`src/rtl/lsu_pkg.sv`:
```
// Shared types for the KGP-RISC load/store initiator.
// Latency: n/a (types and a pure function only).
// Backpressure: n/a.
package lsu_pkg;

    // Access size encodings as carried on req_size.
    localparam logic [1:0] SZ_BYTE = 2'b00;
    localparam logic [1:0] SZ_HALF = 2'b01;
    localparam logic [1:0] SZ_WORD = 2'b10;

    typedef enum logic [2:0] {
        IDLE = 3'd0,
        RD   = 3'd1,
        WR   = 3'd2,
        RSP  = 3'd3,
        ERR  = 3'd4
    } lsu_state_e;

    // True when the request cannot be serviced: illegal size code, or an
    // address not naturally aligned to the access size.
    function automatic logic lsu_misaligned(input logic [1:0] size,
                                            input logic [1:0] addr_lo);
        logic bad;
        case (size)
            SZ_BYTE: bad = 1'b0;
            SZ_HALF: bad = addr_lo[0];
            SZ_WORD: bad = (addr_lo != 2'b00);
            default: bad = 1'b1;
        endcase
        return bad;
    endfunction

endpackage

```
`src/rtl/lsu_lane_align.sv`:
```
// Byte-lane steering: load extract/extend and sub-word store merge.
// Latency: purely combinational.
// Backpressure: none (no state).
// Ports: addr_lo/size/sign_ext select the lane and extension; rdata is the
// word read from memory, wdata the right-aligned store data; load_data is the
// extended load result, merge_data the word to write back.
module lsu_lane_align
    import lsu_pkg::*;
(
    input  logic [1:0]  addr_lo,
    input  logic [1:0]  size,
    input  logic        sign_ext,
    input  logic [31:0] rdata,
    input  logic [31:0] wdata,
    output logic [31:0] load_data,
    output logic [31:0] merge_data
);

    logic [7:0]  byte_sel;
    logic [15:0] half_sel;

    always_comb begin
        byte_sel   = rdata[{addr_lo, 3'b000} +: 8];
        half_sel   = addr_lo[1] ? rdata[31:16] : rdata[15:0];
        load_data  = '0;
        merge_data = rdata;
        case (size)
            SZ_BYTE: begin
                load_data = {{24{sign_ext & byte_sel[7]}}, byte_sel};
                merge_data[{addr_lo, 3'b000} +: 8] = wdata[7:0];
            end
            SZ_HALF: begin
                load_data = {{16{sign_ext & half_sel[15]}}, half_sel};
                merge_data[{addr_lo[1], 4'b0000} +: 16] = wdata[15:0];
            end
            SZ_WORD: begin
                load_data  = rdata;
                merge_data = wdata;
            end
            default: begin
                load_data  = '0;
                merge_data = rdata;
            end
        endcase
    end

endmodule

```
`src/rtl/lsu_master.sv`:
```
// Load/store initiator driving a word-addressed data memory; byte/half stores via read-modify-write.
// Latency: load 1+RD_LAT, word store 2, sub-word store 2+RD_LAT, error 1 cycle(s) from accept to rsp_valid.
// Backpressure: one request outstanding (req_ready only in IDLE); response held stable until rsp_ready.
// Ports: req_* request channel (valid/ready), rsp_* response channel (valid/ready),
// mem_* memory port (mem_rdata sampled on the last mem_read cycle).
// Optional: define LSU_STATS_EN to add 16-bit wrapping counters stat_loads/stat_stores/stat_errs.
module lsu_master
    import lsu_pkg::*;
#(
    parameter int ADDR_W = 10,
    parameter int DATA_W = 32,
    parameter int RD_LAT = 1
)
(
    input  logic              clk,
    input  logic              rst,
    input  logic              req_valid,
    output logic              req_ready,
    input  logic              req_we,
    input  logic [1:0]        req_size,
    input  logic              req_signed,
    input  logic [ADDR_W+1:0] req_addr,
    input  logic [DATA_W-1:0] req_wdata,
    output logic              rsp_valid,
    input  logic              rsp_ready,
    output logic [DATA_W-1:0] rsp_rdata,
    output logic              rsp_err,
    output logic [ADDR_W-1:0] mem_addr,
    output logic [DATA_W-1:0] mem_wdata,
    output logic              mem_read,
    output logic              mem_write,
    input  logic [DATA_W-1:0] mem_rdata
`ifdef LSU_STATS_EN
    ,
    output logic [15:0]       stat_loads,
    output logic [15:0]       stat_stores,
    output logic [15:0]       stat_errs
`endif
);

    // Read-latency down-counter; RD_LAT is at most 4, so two bits suffice.
    localparam int              CNT_W    = 2;
    localparam logic [CNT_W-1:0] CNT_INIT = CNT_W'(RD_LAT - 1);

    lsu_state_e        state_q, state_d;
    logic              we_q, we_d;
    logic [1:0]        size_q, size_d;
    logic              sgn_q, sgn_d;
    logic [ADDR_W+1:0] addr_q, addr_d;
    logic [DATA_W-1:0] wdata_q, wdata_d;
    logic [DATA_W-1:0] rdata_q, rdata_d;
    logic [CNT_W-1:0]  cnt_q, cnt_d;

    logic [31:0] load_data;
    logic [31:0] merge_data;

    lsu_lane_align u_align (
        .addr_lo    (addr_q[1:0]),
        .size       (size_q),
        .sign_ext   (sgn_q),
        .rdata      (mem_rdata),
        .wdata      (wdata_q),
        .load_data  (load_data),
        .merge_data (merge_data)
    );

    always_comb begin
        state_d = state_q;
        we_d    = we_q;
        size_d  = size_q;
        sgn_d   = sgn_q;
        addr_d  = addr_q;
        wdata_d = wdata_q;
        rdata_d = rdata_q;
        cnt_d   = cnt_q;
        case (state_q)
            IDLE: begin
                if (req_valid) begin
                    we_d    = req_we;
                    size_d  = req_size;
                    sgn_d   = req_signed;
                    addr_d  = req_addr;
                    wdata_d = req_wdata;
                    // Stores and errors return zero data, so clear it up front.
                    rdata_d = '0;
                    cnt_d   = CNT_INIT;
                    if (lsu_misaligned(req_size, req_addr[1:0])) begin
                        state_d = ERR;
                    end else if (req_we && (req_size == SZ_WORD)) begin
                        state_d = WR;
                    end else begin
                        state_d = RD;
                    end
                end
            end
            RD: begin
                if (cnt_q == '0) begin
                    if (we_q) begin
                        // wdata_q becomes the full merged word written next cycle.
                        wdata_d = merge_data;
                        state_d = WR;
                    end else begin
                        rdata_d = load_data;
                        state_d = RSP;
                    end
                end else begin
                    cnt_d = cnt_q - 1'b1;
                end
            end
            WR: begin
                state_d = RSP;
            end
            RSP, ERR: begin
                if (rsp_ready) begin
                    state_d = IDLE;
                end
            end
            default: begin
                state_d = IDLE;
            end
        endcase
    end

    always_ff @(posedge clk or negedge rst) begin
        if (!rst) begin
            state_q <= IDLE;
            we_q    <= 1'b0;
            size_q  <= SZ_BYTE;
            sgn_q   <= 1'b0;
            addr_q  <= '0;
            wdata_q <= '0;
            rdata_q <= '0;
            cnt_q   <= '0;
        end else begin
            state_q <= state_d;
            we_q    <= we_d;
            size_q  <= size_d;
            sgn_q   <= sgn_d;
            addr_q  <= addr_d;
            wdata_q <= wdata_d;
            rdata_q <= rdata_d;
            cnt_q   <= cnt_d;
        end
    end

    // Outputs decode straight from state and latched registers, so a reset
    // drops mem_write in the same instant it is asserted.
    assign req_ready = (state_q == IDLE);
    assign rsp_valid = (state_q == RSP) || (state_q == ERR);
    assign rsp_err   = (state_q == ERR);
    assign rsp_rdata = rdata_q;
    assign mem_read  = (state_q == RD);
    assign mem_write = (state_q == WR);
    assign mem_addr  = addr_q[ADDR_W+1:2];
    assign mem_wdata = wdata_q;

`ifdef LSU_STATS_EN
    logic [15:0] loads_q, loads_d;
    logic [15:0] stores_q, stores_d;
    logic [15:0] errs_q, errs_d;

    always_comb begin
        loads_d  = loads_q;
        stores_d = stores_q;
        errs_d   = errs_q;
        if (rsp_valid && rsp_ready) begin
            if (state_q == ERR) begin
                errs_d = errs_q + 16'd1;
            end else if (we_q) begin
                stores_d = stores_q + 16'd1;
            end else begin
                loads_d = loads_q + 16'd1;
            end
        end
    end

    always_ff @(posedge clk or negedge rst) begin
        if (!rst) begin
            loads_q  <= '0;
            stores_q <= '0;
            errs_q   <= '0;
        end else begin
            loads_q  <= loads_d;
            stores_q <= stores_d;
            errs_q   <= errs_d;
        end
    end

    assign stat_loads  = loads_q;
    assign stat_stores = stores_q;
    assign stat_errs   = errs_q;
`endif

endmodule

```
`config.mk`:
```
export PLATFORM = sky130hd
export DESIGN_NAME = lsu_master
export DESIGN_NICKNAME = d
export VERILOG_FILES = /design/src/rtl/lsu_pkg.sv /design/src/rtl/lsu_lane_align.sv /design/src/rtl/lsu_master.sv
export SDC_FILE = /design/constraint.sdc
export NUM_CORES = 1
export LEC_CHECK = 0
export BUFFER_PORTS_ARGS = -buffer_cell sky130_fd_sc_hd__buf_2
export CORE_MARGIN = 2
export CORE_UTILIZATION = 46
export DETAILED_ROUTE_END_ITERATION = 10
export HOLD_SLACK_MARGIN = 0.08
export PLACE_DENSITY = 0.8
export SETUP_SLACK_MARGIN = 0.1
export SYNTH_ARGS = -nofsm -noshare
export SYNTH_HDL_FRONTEND = slang
export SYNTH_SLANG_ARGS = --single-unit
```
`constraint.sdc`:
```
create_clock -name clk -period 2.1 [get_ports clk]
set_input_delay 0.42 -clock clk [delete_from_list [all_inputs] [get_ports clk]]
set_output_delay 0.42 -clock clk [all_outputs]
set_load 0.005 [all_outputs]
```
=== After elaboration in Yosys (flattened, before gate mapping) ===
Index checks and enable logic that the tools add are counted.

* Register bits: 85
* Input port bits: 84
* Output and inout bits: 79
* Word-level logic and storage cells: 73

* Add/subtract/negate cells: 3
* Eq/ne operators: 15
* Shifts and indexed selects: 5
* Muxes and demuxes: 26
* Bitwise operators: 2
* Reductions and logical operators: 14

{| class="wikitable"
|+ Operators with widths
! operator !! count
|-
| $mux 32 || 6
|-
| $pmux 32 s3 || 2
|-
| $pmux 32 s2 || 2
|-
| $bwmux 32 || 2
|-
| $shift 16x7->32 const A || 1
|-
| $shift 8x7->32 const A || 1
|-
| $shiftx 16x7->32 || 1
|-
| $shiftx 32x6->8 || 1
|-
| $shiftx 8x7->32 || 1
|-
| $mux 16 || 1
|-
| $neg 5->7 || 2
|-
| $mux 3 || 4
|-
| $pmux 3 s4 || 1
|-
| $ne 2x2->1 const B || 5
|-
| $eq 3x2->1 const B || 2
|-
| $logic_not 2->1 || 3
|-
| $mux 2 || 3
|-
| $reduce_and 3->1 || 2
|-
| $reduce_and 5->1 || 1
|-
| $eq 2x1->1 const B || 2
|-
| $eq 2x2->1 const B || 2
|-
| $ne 2x1->1 const B || 2
|-
| $pmux 2 s2 || 1
|-
| $reduce_and 4->1 || 1
|-
| other kinds (12) || 16
|}

=== Depth between registers and ports, before layout ===
Gate-level depths: netlist (run 1).

* Word-level depth: 7
* Gate-level depth with buffers: 8
* Depth with buffers taken out: 6

=== Modules after synthesis ===
From an unflattened synthesis (run 1), not the netlist that was laid out.

* Cells, all modules: 640
* Area total of the unflattened synthesis: 5474.0 um2

{| class="wikitable"
|+ Modules (own cells, without submodules)
! module !! times used !! cells an instance !! area an instance (um2) !! seq. area each (um2)
|-
| lsu_master || 1 || 407 || 3824.9 || 2127.0
|-
| lsu_lane_align || 1 || 233 || 1649.1 || 0.0
|}

=== Worst setup path before layout (run 1) ===
No wires, ideal clock.

* Path type: flip-flop to flip-flop
* From: register addr_q[1]
* To: register wdata_q[0], in the netlist mem_wdata[0]
* Library setup time: 0.078 ns
* Data arrival time: 2.170 ns
* Required time: 2.022 ns
* Setup slack: -0.148 ns
* Cell stages (with the launch flop): 9
* Buffers on the path: 2
* Clock period less this slack: 2.248 ns
* Cells stage by stage: dfrtp_1 > buf_2 > inv_2 > ha_1 > or4b_2 > a211oi_1 > or3_1 > buf_2 > o2bb2ai_1

* Cells in the longest elaborated chain, start to end: 7
* Elaborated cells on any way between the ends: 12
* Those cells by class: 2 x add/sub; 4 x shift; 6 x mux

{| class="wikitable"
|+ RTL lines
! what !! line !! RTL
|-
| start: declaration || lsu_master.sv:49 || <nowiki>logic [ADDR_W+1:0] addr_q, addr_d;</nowiki>
|-
| start signal: assignment || lsu_master.sv:139 || <nowiki>addr_q <= addr_d;</nowiki>
|-
| $neg 5->7, on equally long branches || lsu_lane_align.sv:34, lsu_lane_align.sv:30 ||
|-
| $shiftx 16x7->32 (tied with other cells) || lsu_lane_align.sv:34 || <nowiki>merge_data[{addr_lo[1], 4'b0000} +: 16] = wdata[15:0];</nowiki>
|-
| $bwmux 32, on equally long branches || lsu_lane_align.sv:34, lsu_lane_align.sv:30 ||
|-
| $pmux 32 s3 (*) || lsu_lane_align.sv:27 || <nowiki>case (size)</nowiki>
|-
| $mux 32 (*) || lsu_master.sv:98 || <nowiki>if (we_q) begin</nowiki>
|-
| $mux 32 (*) || lsu_master.sv:97 || <nowiki>if (cnt_q == '0) begin</nowiki>
|-
| $pmux 32 s2 (*) || lsu_master.sv:76 || <nowiki>case (state_q)</nowiki>
|-
| end signal: assignment || lsu_master.sv:140 || <nowiki>wdata_q <= wdata_d;</nowiki>
|-
| end: declaration || lsu_master.sv:50 || <nowiki>logic [DATA_W-1:0] wdata_q, wdata_d;</nowiki>
|}

Mark *: on every way between the ends. The rest lies on a longest branch, timed or not. The select of a mux whose other input is x is not followed.
A chain may end at the register's enable or synchronous reset.

=== Worst setup path in the final report (run 1) ===
* From: register cnt_q[1]
* To: register rdata_q[15], in the netlist rsp_rdata[15]

* Cells in the longest elaborated chain, start to end: 3

{| class="wikitable"
|+ RTL lines
! what !! line !! RTL
|-
| start: declaration || lsu_master.sv:52 || <nowiki>logic [CNT_W-1:0] cnt_q, cnt_d;</nowiki>
|-
| start signal: assignment || lsu_master.sv:142 || <nowiki>cnt_q <= cnt_d;</nowiki>
|-
| $logic_not 2->1 || lsu_master.sv:97 ||
|-
| $ne 2x1->1 (no source line) || n/a ||
|-
| $reduce_and 4->1 (no source line) || n/a ||
|-
| end signal: assignment || lsu_master.sv:141 || <nowiki>rdata_q <= rdata_d;</nowiki>
|-
| end: declaration || lsu_master.sv:51 || <nowiki>logic [DATA_W-1:0] rdata_q, rdata_d;</nowiki>
|}

No other way between the ends.

==> results of run 1 <==
-- routing by layer --
metal  up-vias  global-route usage, %  wire length (um)
li1       2244                      -                 -
met1      2418                   36.9              6560
met2       311                   45.3              7600
met3        47                   6.27              1590
met4         0                   11.4               633
met5         -                      0                 0
-- final cells by class --
class                      instances  area, sq um
fill                             908         4000
multi-input combinational        353         2580
sequential                        85         2130
timing repair buffer             210         1260
tap                              136          170
clock buffer                      10          128
clock inverter                     6         86.3
inverter                          13         58.8
-- power groups by stage --
stage          Clock, W  Sequential (W)  Combinational (W)
2_1_floorplan         0         0.00289            0.00358
3_3_place_gp          0         0.00306            0.00509
3_5_place_dp          0         0.00310            0.00523
4_1_cts         0.00131         0.00304            0.00543
5_1_grt         0.00140         0.00314            0.00615
6_report        0.00129         0.00307            0.00563
-- Yosys cell counts (9+ instances only) --
cell	count
dfrtp_1	85
o21ai_0	52
nand2_1	48
a221oi_1	39
nor2_1	36
clkbuf_1	29
o31ai_1	24
mux2_2	14
mux2i_1	14
a21oi_1	12
buf_2	12
buf_4	12
inv_1	12
a21o_1	9
-- registers in the layout, summed over array words and instances (netlist names) --
signal and count:
mem_wdata 32, rsp_rdata 32, addr_q 12, size_q 2, state_q 3, cnt_q 2
sgn_q 1, we_q 1
-- worst max path at each step --
| stage | cells after the start | endpoint | slack, ns | start |
|---|---|---|---|---|
| detailed placement | 6 | mem_wdata[1] | 0.06 | addr_q[1] |
| CTS | 4 | mem_read | 0.04 | state_q[1] |
| floorplan | 6 | mem_read | 0.14 | state_q[1] |
| finish | 6 | rsp_rdata[15] | 0.18 | cnt_q[1] |
| global route | 7 | mem_wdata[18] | 0.07 | addr_q[0] |
| global placement | 6 | mem_wdata[6] | 0.13 | addr_q[1] |
-- worst max-delay path, stage by stage, from the launching register on --
cell and delay (ns):
dfrtp_1 0.40, inv_1 0.10, ha_4 0.17, nand2_1 0.10, a2111o_1 0.47, or3b_4 0.48
o211ai_1 0.12
-- per-stage QoR --
| step | worst slack [ns] | hold WS (ns) | cell area (sq um) |
|---|---|---|---|
| finish | 0.178 | 0.260 | 6420 |
| global route | 0.0708 | 0.257 | 6420 |
| CTS | 0.0354 | 0.252 | 6310 |
| detailed placement | 0.0556 | 0.424 | 6020 |
| global placement | 0.125 | 0.421 | 6020 |
| floorplan | 0.139 | 0.124 | 5030 |
-- what timing repair did --
item | in CTS | in global routing
cloned | 1 | 1
endpoints found under the setup margin | 24 | 30
setup buffers | 3 | 4
endpoints found under the hold margin | 38 | 0
pin swaps | 0 | 11
gates resized for setup | 7 | 14
hold buffers | 1 | 0
-- cell families after synthesis --
| logic type | share of synthesized area, % |
|---|---|
| adder cells (fa/ha/maj) | 1.51 |
| multiplexers | 9.15 |
| AO/OA/AOI/OAI | 27.6 |
| flip-flops | 42.7 |
| AND/OR/NAND/NOR | 11.9 |
| buffers and inverters | 7.09 |
==> results.json, run 1 <==
{
  "outcome": "complete, no violations",
  "wl_per_cell_um": 20.1,
  "timing.max_cap.violations": 0,
  "reg2reg_slack_ns": 0.18,
  "cts_htree_levels": 3,
  "synth_edf_count": 0,
  "grt_util_all_layers_pct": 28.1,
  "dieArea_sq_mm": 0.0117,
  "gr-total-overflow": 0,
  "area_growth_pct": 28.9,
  "max_freq_mhz": 520,
  "min_to": "sgn_q",
  "clockPowerShare_pct": 12.9,
  "synthCells": 510,
  "timing.final.hold_violations": 0,
  "synth_area_leaders": "dfrtp_1 (43%), a221oi_1 (6.9%), o21ai_0 (5.2%), nand2_1 (3.6%), o31ai_1 (3.6%)",
  "final_max_slew_viol_count": 0,
  "fin_nets": 762,
  "yosys.area.top_type": "dfrtp_1",
  "required_ns": 2.39,
  "placement_rows": 37,
  "p_comb_share_pct": 56.3,
  "setup.worst_path.end_class": "flip-flop",
  "path_class": "flip-flop to flip-flop",
  "worst_r2r_path_depth": 6,
  "switching_power_w": 0.00423,
  "synth_area_sq_mm": 0.00498,
  "yosysSeqAreaShare_pct": 42.7,
  "layout_commonest_cell": "buf_2",
  "cts_buffer_depth": 2,
  "grt_pass1_vias": 4824,
  "fp.dieW_um": 108,
  "start_kind": "flip-flop",
  "wl_um": 16400,
  "yosys_warnings": 0,
  "leakage_nw": 3.03,
  "synth_top_cell_area_share_pct": 42.7,
  "tns_ns": 0,
  "hold_start": "req_signed",
  "start_util_pct": 47.8,
  "dr.pass1.iters": 5,
  "via_per_inst": 6.17,
  "async_flop_share_pct": 100,
  "reg2reg_to": "rsp_rdata[15]",
  "min_path_cells": 3,
  "intPower_w": 0.00577,
  "drive_gt1_share_pct": 40.9,
  "grt_max_degree": 41,
  "numCtsBuffers": 9,
  "design.core.area_sq_mm": 0.0104,
  "clk_pin_slew_ns": 0.09,
  "via_count": 5020,
  "seqPwrFrac_pct": 30.7,
  "clk_latency_ns": 0.37,
  "worstMarginPinSlew_ns": 0.550,
  "num_antenna_cells": 0,
  "ir_drop_mv": 0.847,
  "total_power_w": 0.0100,
  "r2r-start": "cnt_q[1]",
  "die_h_um": 108,
  "drtAntennaViolNets": 0,
  "gp_congestion": 0.937,
  "power.density_mw_per_mm2": 1560,
  "yosys_most_used_dff": "dfrtp_1",
  "drc_errors": 0,
  "cts_tree": "yes",
  "num_io_pins": 163,
  "dr.first_iter.drc_count": 416,
  "cp_max_fo": 8,
  "fin_util_pct": 61.6,
  "synth_nets": 600,
  "grt_pass1_wl_um": 25300,
  "grt_setup_unrepaired": "yes",
  "min_path_type": "input port to flip-flop",
  "fin_crit_ns": 1.92,
  "setup_viol": 0,
  "max-slew-margin-rel_pct": 63.4,
  "final_cell_count_no_fill": 813,
  "sw_frac_of_total_pct": 42.3,
  "fin_worst_skew_ns": 0.00913,
  "cp_data_arrival_time_ns": 2.21,
  "ys_ff_latch": 85,
  "avgSynthCellArea_sq_um": 9.76,
  "cts_root_buf": "clkbuf_8",
  "finalCritPeriodShare_pct": 91.5,
  "ys_types": 54,
  "final_cell_mix": "buf_2 (161), dfrtp_1 (81), o21ai_0 (52)",
  "place_inst": 787,
  "hpwl_um": 12000,
  "antenna_found_initial": 1,
  "numPortBuffers": 162,
  "cts_sinks": 85
}
Power figures use the tool's default switching activity.
==> inputs of run 2 (changes only) <==
- PLACE_DENSITY: 0.8 -> 0.86
==> results.json, run 2 (synthesis gave the netlist of run 1 again) <==
{
  "path_buf_inv": 2,
  "hpwl_um": 12400,
  "drtAntennaViolNets": 0,
  "ir_drop_mv": 0.727,
  "fin_nets": 764,
  "worst_r2r_path_depth": 7,
  "max-slew-margin-rel_pct": 63.9,
  "cts_htree_levels": 3,
  "setup.worst_path.end_class": "flip-flop",
  "fill_cells": 854,
  "wl_per_cell_um": 21.2,
  "finalCritPeriodShare_pct": 98.0,
  "grt_max_degree": 51,
  "outcome": "complete, no violations",
  "critPathSlowestCell": "dfrtp_2",
  "path_delay_family": "compound AO/OA/AOI/OAI gates",
  "num_io_pins": 163,
  "intPower_w": 0.00593,
  "tns_ns": 0,
  "required_ns": 2.35,
  "die_h_um": 108,
  "cts_sinks": 85,
  "grt_util_all_layers_pct": 29.0,
  "cp.depth": 7,
  "cts_tree": "yes",
  "final_max_slew_viol_count": 0,
  "regArea_sq_mm": 0.00213,
  "final_cell_count_no_fill": 814,
  "wl_um": 17200,
  "seqPwrFrac_pct": 29.4,
  "timing.final.hold_violations": 0,
  "min_path_type": "input port to flip-flop",
  "dr.first_iter.drc_count": 680,
  "cts_buffer_depth": 2,
  "area_growth_pct": 31.5,
  "clk_pin_slew_ns": 0.09,
  "setup_viol": 0,
  "num_antenna_cells": 0,
  "power.density_mw_per_mm2": 1590,
  "clk_latency_ns": 0.36,
  "p_comb_share_pct": 58.1,
  "dieArea_sq_mm": 0.0117,
  "crit_chain": "inv_8 -> ha_4 -> or4bb_1 -> o22ai_2 -> buf_6 -> a221oi_1 -> o31ai_1",
  "cp_data_arrival_time_ns": 2.31,
  "leakage_nw": 3.07,
  "start_util_pct": 47.8,
  "numCtsBuffers": 9,
  "fin_worst_skew_ns": 0.00919,
  "placed_area_sq_mm": 0.00601,
  "gr-total-overflow": 0,
  "sw_frac_of_total_pct": 42.9,
  "finish.instance_area_sq_mm": 0.00654,
  "final_cell_mix": "buf_2 (161), dfrtp_1 (81), o21ai_0 (52)",
  "critPathMaxStageDelay_ns": 0.48,
  "grt_setup_unrepaired": "yes",
  "design.core.area_sq_mm": 0.0104,
  "max_freq_mhz": 486,
  "start_kind": "flip-flop",
  "fp.dieW_um": 108,
  "clockPowerShare_pct": 12.5,
  "fin_crit_ns": 2.06,
  "multi_input_area_sq_mm": 0.00269,
  "via_per_inst": 6.44,
  "antenna_found_initial": 1,
  "via_count": 5242,
  "drive_gt1_share_pct": 43.2,
  "gp_congestion": 0.951,
  "cp_max_fo": 5,
  "layout_commonest_cell": "buf_2",
  "worstMarginPinSlew_ns": 0.542,
  "switching_power_w": 0.00445,
  "placement_rows": 37,
  "fin_util_pct": 62.8,
  "min_path_cells": 3,
  "place_inst": 788,
  "grt_pass1_vias": 5015,
  "timing.max_cap.violations": 0,
  "dr.pass1.iters": 8,
  "path_class": "flip-flop to flip-flop",
  "drc_errors": 0,
  "grt_pass1_wl_um": 26000,
  "numPortBuffers": 162,
  "cts_root_buf": "clkbuf_8"
}
[run 2: timing repair]
action	4_1_cts	5_1_grt
gates resized for setup	12	27
pin swaps	10	13
buffers inserted	7	1
endpoints found under the setup margin	27	73
endpoints found under the hold margin	35	0
cloned	2	0
hold buffers	1	0
[run 2: path summary, 6_finish.rpt]
| check | to | from | slack [ns] |
|---|---|---|---|
| min in group asynchronous | state_q[1] | rst | 0.56 |
| worst max-delay path | mem_wdata[17] | addr_q[1] | 0.04 |
| worst min register to register | rsp_rdata[30] | rsp_rdata[30] | 0.49 |
| worst min-delay path | sgn_q | req_signed | 0.28 |
| worst max register to register | mem_wdata[17] | addr_q[1] | 0.04 |
| max in group asynchronous | size_q[0] | rst | 0.90 |
[run 2: power by group through the flow]
| stage | Sequential, W | Clock, W | Combinational (W) |
|---|---|---|---|
| after detailed placement | 0.00303 | 0 | 0.00532 |
| after CTS | 0.00299 | 0.00131 | 0.00567 |
| final | 0.00305 | 0.00130 | 0.00603 |
| after global placement | 0.00299 | 0 | 0.00512 |
| after floorplan | 0.00289 | 0 | 0.00358 |
| after global routing | 0.00310 | 0.00139 | 0.00650 |
[run 2: through the flow]
stage | power (W) | hold slack [ns] | setup WS, ns
after floorplan | 0.00646 | 0.124 | 0.139
after global placement | 0.00811 | 0.406 | 0.147
after detailed placement | 0.00835 | 0.415 | -0.0510
after CTS | 0.00997 | 0.266 | 0.0848
after global routing | 0.0110 | 0.281 | 0.00263
final | 0.0104 | 0.279 | 0.0412
[run 2: metal layers]
| metal | vias up | global-route usage [%] | routed length [um] |
|---|---|---|---|
| met3 | 90 | 6.69 | 1960 |
| met1 | 2483 | 38.4 | 6770 |
| met2 | 416 | 44.2 | 7570 |
| li1 | 2251 | - | - |
| met5 | - | 0 | 11 |
| met4 | 2 | 15.2 | 914 |
[run 2: final cells by class]
type,instances,share of cell area [%]
Clock buffer,12,2.22
Clock inverter,3,1.05
Inverter,13,0.860
Multi-Input combinational cell,353,41.2
Sequential cell,85,32.6
Tap cell,136,2.60
Timing Repair Buffer,212,19.5
[run 2: worst min-delay path: stages]
cell and delay (ns):
buf_2 0.08, nand2_1 0.04, o21ai_0 0.06
